--- config.mk ---
export PLATFORM = sky130hd
export DESIGN_NAME = pipe_hazard_ctrl
export DESIGN_NICKNAME = d
export VERILOG_FILES = /design/src/rtl/hazard_pkg.sv /design/src/rtl/hazard_fwd_sel.sv /design/src/rtl/pipe_hazard_ctrl.sv
export SDC_FILE = /design/constraint.sdc
export NUM_CORES = 1
export LEC_CHECK = 0
export BUFFER_PORTS_ARGS = -buffer_cell sky130_fd_sc_hd__buf_2
export CELL_PAD_IN_SITES_DETAIL_PLACEMENT = 1
export CELL_PAD_IN_SITES_GLOBAL_PLACEMENT = 1
export CORE_ASPECT_RATIO = 1.1
export CORE_UTILIZATION = 27
export CTS_CLUSTER_SIZE = 20
export DETAILED_ROUTE_END_ITERATION = 8
export HOLD_SLACK_MARGIN = 0.1
export PLACE_DENSITY = 0.8
export SLEW_MARGIN = 20
export SYNTH_ARGS = -nofsm -noshare
export SYNTH_HDL_FRONTEND = slang
export SYNTH_SLANG_ARGS = --single-unit
--- constraint.sdc ---
create_clock -name clk -period 1.4 [get_ports clk]
set_input_delay 0.07 -clock clk [delete_from_list [all_inputs] [get_ports clk]]
set_output_delay 0.07 -clock clk [all_outputs]
set_load 0.02 [all_outputs]
--- src/rtl/hazard_pkg.sv ---
// Shared definitions for the pipeline hazard/forwarding controller:
// forwarding-select encodings, multi-cycle FSM state encoding and the
// legal multi-cycle latency range.
package hazard_pkg;

    // ALU operand mux selects
    localparam logic [1:0] FWD_RF  = 2'b00;  // register file value
    localparam logic [1:0] FWD_WB  = 2'b01;  // WB-stage result
    localparam logic [1:0] FWD_MEM = 2'b10;  // EX/MEM ALU result

    // Multi-cycle latency bounds (total EX occupancy in cycles)
    localparam int MC_LAT_MIN = 2;
    localparam int MC_LAT_MAX = 255;

    // Multi-cycle op tracking FSM
    typedef enum logic {
        ST_IDLE = 1'b0,
        ST_BUSY = 1'b1
    } hz_state_e;

endpackage

--- src/rtl/hazard_fwd_sel.sv ---
// Single-operand forwarding comparator. Picks the youngest in-flight
// producer of the EX-stage source register; x0 never forwards.
module hazard_fwd_sel
    import hazard_pkg::*;
#(
    parameter int RA_W = 5
) (
    input  logic [RA_W-1:0] ex_rs,
    input  logic [RA_W-1:0] mem_rd,
    input  logic            mem_regwrite,
    input  logic            mem_memtoreg,
    input  logic [RA_W-1:0] wb_rd,
    input  logic            wb_regwrite,
    output logic [1:0]      fwd_sel
);

    // MEM is younger than WB, so it wins a double match. A load in MEM has
    // no data yet (load-use stall covers it), so it is not a forward source.
    always_comb begin
        fwd_sel = FWD_RF;
        if (ex_rs != '0) begin
            if (mem_regwrite && !mem_memtoreg && (mem_rd == ex_rs))
                fwd_sel = FWD_MEM;
            else if (wb_regwrite && (wb_rd == ex_rs))
                fwd_sel = FWD_WB;
        end
    end

endmodule

--- src/rtl/pipe_hazard_ctrl.sv ---
// Unified hazard, forwarding and flush controller for the 5-stage pipeline.
// Handles ALU operand forwarding, load-use stalls, multi-cycle EX ops held
// by a latency FSM, and taken-branch flush. Outputs are combinational from
// the FSM state and the current pipeline inputs.
// Optional: define HAZARD_PERF_EN to add stall_cycles / flush_count
// saturating performance counters.
module pipe_hazard_ctrl
    import hazard_pkg::*;
#(
    parameter int RA_W   = 5,
    parameter int MC_LAT = 4,
    parameter int CNT_W  = 8
) (
    input  logic            clk,
    input  logic            reset,
    input  logic [RA_W-1:0] id_rs1,
    input  logic [RA_W-1:0] id_rs2,
    input  logic            id_rs1_used,
    input  logic            id_rs2_used,
    input  logic [RA_W-1:0] ex_rs1,
    input  logic [RA_W-1:0] ex_rs2,
    input  logic [RA_W-1:0] ex_rd,
    input  logic            ex_memread,
    input  logic            ex_mc_op,
    input  logic [RA_W-1:0] mem_rd,
    input  logic            mem_regwrite,
    input  logic            mem_memtoreg,
    input  logic [RA_W-1:0] wb_rd,
    input  logic            wb_regwrite,
    input  logic            branch_taken,
    output logic            pc_write,
    output logic            ifid_write,
    output logic            idex_write,
    output logic            idex_bubble,
    output logic            exmem_bubble,
    output logic            flush,
    output logic [1:0]      fwd_a,
    output logic [1:0]      fwd_b,
    output logic            mc_done
`ifdef HAZARD_PERF_EN
    ,
    output logic [31:0]     stall_cycles,
    output logic [31:0]     flush_count
`endif
);

    // Reject latencies the down-counter cannot represent or that make no sense
    if (MC_LAT < MC_LAT_MIN || MC_LAT > MC_LAT_MAX) begin : g_bad_lat
        $error("pipe_hazard_ctrl: MC_LAT out of range");
    end
    if ((MC_LAT - 2) >= (2 ** CNT_W)) begin : g_bad_cnt
        $error("pipe_hazard_ctrl: CNT_W too narrow for MC_LAT");
    end

    localparam logic [CNT_W-1:0] CNT_START = CNT_W'(MC_LAT - 2);

    hz_state_e        state;
    logic [CNT_W-1:0] cnt;

    logic [1:0] sel_a;
    logic [1:0] sel_b;
    logic       mc_last;
    logic       mc_stall;
    logic       load_use;

    hazard_fwd_sel #(.RA_W(RA_W)) u_fwd_a (
        .ex_rs        (ex_rs1),
        .mem_rd       (mem_rd),
        .mem_regwrite (mem_regwrite),
        .mem_memtoreg (mem_memtoreg),
        .wb_rd        (wb_rd),
        .wb_regwrite  (wb_regwrite),
        .fwd_sel      (sel_a)
    );

    hazard_fwd_sel #(.RA_W(RA_W)) u_fwd_b (
        .ex_rs        (ex_rs2),
        .mem_rd       (mem_rd),
        .mem_regwrite (mem_regwrite),
        .mem_memtoreg (mem_memtoreg),
        .wb_rd        (wb_rd),
        .wb_regwrite  (wb_regwrite),
        .fwd_sel      (sel_b)
    );

    // Hazard detection terms. The first cycle of an MC op is spent in IDLE,
    // so BUSY with cnt==0 is the final EX cycle and releases the stall.
    always_comb begin
        mc_last  = (state == ST_BUSY) && (cnt == '0);
        mc_stall = ex_mc_op && !mc_last;
        load_use = ex_memread && (ex_rd != '0) &&
                   ((id_rs1_used && (id_rs1 == ex_rd)) ||
                    (id_rs2_used && (id_rs2 == ex_rd)));
    end

    // Pipeline control with priority reset > flush > mc_stall > load-use
    always_comb begin
        pc_write     = 1'b1;
        ifid_write   = 1'b1;
        idex_write   = 1'b1;
        idex_bubble  = 1'b0;
        exmem_bubble = 1'b0;
        flush        = 1'b0;
        mc_done      = 1'b0;
        fwd_a        = sel_a;
        fwd_b        = sel_b;
        if (reset) begin
            pc_write   = 1'b0;
            ifid_write = 1'b0;
            idex_write = 1'b0;
            flush      = 1'b1;
            fwd_a      = FWD_RF;
            fwd_b      = FWD_RF;
        end else if (branch_taken) begin
            flush = 1'b1;
        end else if (mc_stall) begin
            // ID/EX stays frozen, so any load-use in ID simply waits
            pc_write     = 1'b0;
            ifid_write   = 1'b0;
            idex_write   = 1'b0;
            exmem_bubble = 1'b1;
        end else begin
            mc_done = ex_mc_op && mc_last;
            if (load_use) begin
                pc_write    = 1'b0;
                ifid_write  = 1'b0;
                idex_bubble = 1'b1;
            end
        end
    end

    // Multi-cycle latency FSM; a taken branch aborts a wrong-path MC op
    always_ff @(posedge clk) begin
        if (reset || branch_taken) begin
            state <= ST_IDLE;
            cnt   <= '0;
        end else begin
            case (state)
                ST_IDLE: begin
                    if (ex_mc_op) begin
                        state <= ST_BUSY;
                        cnt   <= CNT_START;
                    end
                end
                ST_BUSY: begin
                    if (!ex_mc_op || (cnt == '0)) begin
                        state <= ST_IDLE;
                        cnt   <= '0;
                    end else begin
                        cnt <= cnt - 1'b1;
                    end
                end
                default: begin
                    state <= ST_IDLE;
                    cnt   <= '0;
                end
            endcase
        end
    end

`ifdef HAZARD_PERF_EN
    // Saturating counters: frontend stall cycles and taken-branch flushes
    always_ff @(posedge clk) begin
        if (reset) begin
            stall_cycles <= '0;
            flush_count  <= '0;
        end else begin
            if (!pc_write && !flush && (stall_cycles != 32'hFFFF_FFFF))
                stall_cycles <= stall_cycles + 32'd1;
            if (branch_taken && (flush_count != 32'hFFFF_FFFF))
                flush_count <= flush_count + 32'd1;
        end
    end
`endif

endmodule

==> reports/metrics.csv <==
stage;metric;value;unit
sta;relative slew slack;77.0;%
cells_and_area;# fillers;433;
setup_path;chain of cells forming the critical path;nor4_4 > nand4_1 > a31oi_4 > o31a_1 > buf_4;
setup_path;Worst Path Buf+Inv;1;
setup_path;maximum fanout count along the critical path;3;
synthesis;most common cell in the synthesized netlist;sky130_fd_sc_hd__xnor2_1;
synthesis;mapped cell area;960;um2
global_routing;via count of the first global-routing pass;1381;
synthesis;Synth async-reset ratio;0;%
synthesis;gate count after technology mapping;119;
synthesis;post-synthesis share of cell area spent on full adders, half adders and majority gates;2.61;%
setup_path;Critical Path AT;1.74;ns
power;Peak VDD IR;0.349;mV
cells_and_area;Inserted Diodes;0;
drt;total iterations of the first detailed-routing run;4;
cells_and_area;post-route standard cell area excluding fillers;0.00166;mm2
sta;largest clock skew in the final design;0.00146;ns
setup_path;Worst EP required;1.33;ns
setup_path;crit path capture;pc_write;
die;initial core utilization;28.6;%
cells_and_area;post-synthesis to final-layout area growth;73.4;%
setup_path;instance count on the critical path;5;
die;Core Box Area;0.00336;mm2
setup_path;worst r2r src;cnt[0]$_SDFFE_PP0P_;
global_routing;gr usage total;20.7;%
sta;number of hold-slack violations in the final timing report;0;
clocking;later-pin clock latency in the skew report;0.26;ns
synthesis;number of distinct library cells after synthesis;38;
sta;unrepaired setup endpoints after global routing;yes;
drt;antenna viol nets, final;0;
global_routing;total gr overflow;0;
sta;post-layout min period;1.81;ns
clocking;Reg clk slew, reported paths;0.06;ns
setup_path;Worst setup SP type;register;
setup_path;flop-to-flop setup slack;-0.21;ns
setup_path;critical path capture point type;output port;
sta;Final setup viols;12;
drt;Vias;1244;
sta;hold_ws;0.235;ns
setup_path;terminus of the critical flop-to-flop path;cnt[2]$_SDFFE_PP0P_;
synthesis;Primary FF master, synth;sky130_fd_sc_hd__dfxtp_1;
worst_hold_path;class of the tightest hold or removal check;in2reg;
sta;crit path setup slack, layout;-0.414;ns
synthesis;Yosys warning count;0;
synthesis;Synthesized Nets;166;
synthesis;dominant combinational cell family by area after synthesis;simple AND/OR/NAND/NOR gates;
sta;final critical-path share of the clock period;130;%
setup_path;Critical Path Source;cnt[7]$_SDFFE_PP0P_;
drt;post-detailed-route via-to-cell ratio;5.04;
die;area of the die;0.00380;mm2
clocking;total CTS buffers;3;
status;violated checks;negative setup slack;
synthesis;Avg Cell Area, Syn;8.06;um2
synthesis;xor and xnor fraction of the mapped netlist area;25.6;%
sta;sum of negative setup slack;-3.14;ns
synthesis;multiplexer share of the synthesized area;1.04;%
placement;routability congestion estimate;0.782;
die;height of the die;64.5;um
synthesis;number of flip-flops and latches in the synthesized netlist;9;
synthesis;top cell types by occurrence after synthesis;17 x sky130_fd_sc_hd__xnor2_1, 11 x sky130_fd_sc_hd__xor2_1, 9 x sky130_fd_sc_hd__dfxtp_1, 9 x sky130_fd_sc_hd__nor2_1;
global_routing;wire length of the first global-routing pass;6000;um
die;IO Count;56;
placement;buffers added on ports;55;
setup_path;classification of the worst setup path;reg2out;
clocking;CTS H-tree lvls;1;
sta;achievable frequency;551;MHz
run;Max-cap violations;0;
worst_hold_path;Hold Startpoint;branch_taken;
synthesis;post-synthesis simple-gate area fraction;25.6;%
sta;max-slew violations;0;
setup_path;Top Family by Delay on Critical Path;simple AND/OR/NAND/NOR gates;
status;outcome;finished, violations left;
drt;routed len/inst;16.0;um
sta;transition time at the pin with the least slew margin;0.342;ns
cells_and_area;final core utilization;49.6;%
cells_and_area;ratio of cells with drive above 1 in the final layout;56.8;%
clocking;cell at the root of the clock tree;sky130_fd_sc_hd__clkbuf_4;
power;power density over the cells;476;mW/mm2
placement;area of placed instances;0.00146;mm2
clocking;Max Root-Sink Buffers;2;
clocking;cts-stage hold buffer count;0;
clocking;TritonCTS clock tree;yes;
global_routing;number of antenna violations at the first check in global routing;0;
synthesis;sequential element share of the synthesized area;18.8;%
synthesis;Yosys top cell area share;18.8;%
setup_path;r2r worst-path depth;6;
setup_path;slowest stage cell, crit path;sky130_fd_sc_hd__dfxtp_2;
clocking;number of clock sinks;9;
global_routing;pin count of the biggest net entering global routing;8;
synthesis;number of enable-type register cells in the synthesized netlist;0;
placement;Detail Placement HPWL;3100;um
power;leak pwr;0.709;nW
cells_and_area;nets;247;
synthesis;complex-gate fraction of the synthesized area;21.4;%
die;horizontal die dimension;58.8;um
drt;Post-route DRC;0;
synthesis;area leader, netlist;sky130_fd_sc_hd__dfxtp_1;
die;row cnt;22;
drt;Starting DRT DRC Count;38;
synthesis;most area-consuming cells after synthesis;sky130_fd_sc_hd__dfxtp_1 19%, sky130_fd_sc_hd__xnor2_1 16%, sky130_fd_sc_hd__xor2_1 10%, sky130_fd_sc_hd__a311oi_1 4.6%, sky130_fd_sc_hd__nor2_1 3.5%;
drt;aggregate routed wire length;3950;um
setup_path;delay of the slowest cell on the worst path;0.33;ns
-- worst min-delay path, cell delays in order --
cell                      delay (ns)
sky130_fd_sc_hd__buf_2          0.11
sky130_fd_sc_hd__or2_2          0.22
sky130_fd_sc_hd__a21oi_1        0.06
-- per-layer routing --
metal	routed length [um]	vias up	GRT usage [%]
met2	2210	44	43.0
met5	0	-	0
met3	164	8	2.99
li1	-	604	-
met4	54	0	4.76
met1	1520	588	20.5
-- logic make-up after synthesis --
| logic type | after synthesis |
|---|---|
| AND/OR/NAND/NOR | 43 |
| adder cells (fa/ha/maj) | 2 |
| buffers and inverters | 10 |
| AO/OA/AOI/OAI | 26 |
| multiplexers | 1 |
| XOR/XNOR | 28 |
| flip-flops | 9 |
-- per-stage QoR --
step	setup slack [ns]	instances	total power [mW]
2_1_floorplan	-0.380	119	0.418
3_3_place_gp	-0.148	237	0.552
3_5_place_dp	-0.215	237	0.567
4_1_cts	-0.393	244	0.787
5_1_grt	-0.488	247	0.835
6_report	-0.414	247	0.792
-- how the worst min path moves through the flow --
stage | endpoint | slack, ns | depth (start not counted)
after floorplan | idex_write | 0.17 | 1
after global placement | cnt[1]$_SDFFE_PP0P_ | 0.47 | 2
after detailed placement | cnt[1]$_SDFFE_PP0P_ | 0.49 | 3
after CTS | state$_SDFF_PP0_ | 0.21 | 4
after global routing | state$_SDFF_PP0_ | 0.26 | 4
final | cnt[1]$_SDFFE_PP0P_ | 0.24 | 3
-- flip-flops by register name, summed over array words and instances (netlist names) --
| name | cells |
|---|---|
| cnt | 8 |
| state | 1 |
-- power by group --
group	internal, mW	switching [mW]	total [mW]
Combinational	0.162	0.170	0.333
Sequential	0.260	0.00266	0.262
Clock	0.110	0.0877	0.197
Total	0.531	0.261	0.792
-- placed cells by master (no fill, tap or decap), types with 2 or more instances in the layout --
cell / instances
sky130_fd_sc_hd__buf_2: 49
sky130_fd_sc_hd__buf_4: 23
sky130_fd_sc_hd__xnor2_1: 17
sky130_fd_sc_hd__xor2_1: 11
sky130_fd_sc_hd__nor2_1: 7
sky130_fd_sc_hd__buf_6: 7
sky130_fd_sc_hd__dfxtp_2: 6
sky130_fd_sc_hd__inv_1: 5
sky130_fd_sc_hd__nand2_1: 4
sky130_fd_sc_hd__nand4_1: 4
sky130_fd_sc_hd__nor4_1: 4
sky130_fd_sc_hd__a311oi_2: 4
sky130_fd_sc_hd__a21oi_1: 4
sky130_fd_sc_hd__nor3_1: 3
sky130_fd_sc_hd__or4_1: 3
sky130_fd_sc_hd__a31oi_1: 3
sky130_fd_sc_hd__clkbuf_4: 3
sky130_fd_sc_hd__dfxtp_1: 3
sky130_fd_sc_hd__inv_2: 2
sky130_fd_sc_hd__nor2_2: 2
sky130_fd_sc_hd__nor3b_1: 2
sky130_fd_sc_hd__nand2_4: 2
sky130_fd_sc_hd__or3_4: 2
-- timing repair --
action | CTS | global route
setup buffers | 2 | 5
gates cloned | 1 | 0
pin swaps | 8 | 5
gates resized for setup | 20 | 18
setup endpoints to repair | 12 | 13
-- cell type report --
cell class                      instances  area, um2  share of cell area [%]
Tap cell                               48       60.1                    3.61
Timing Repair Buffer                   79        497                    29.8
Multi-Input combinational cell        100        867                    52.1
Sequential cell                         9        188                    11.3
Clock buffer                            4       26.3                    1.58
Inverter                                7       26.3                    1.58
No activity file was read; power rests on OpenSTA's default activity.
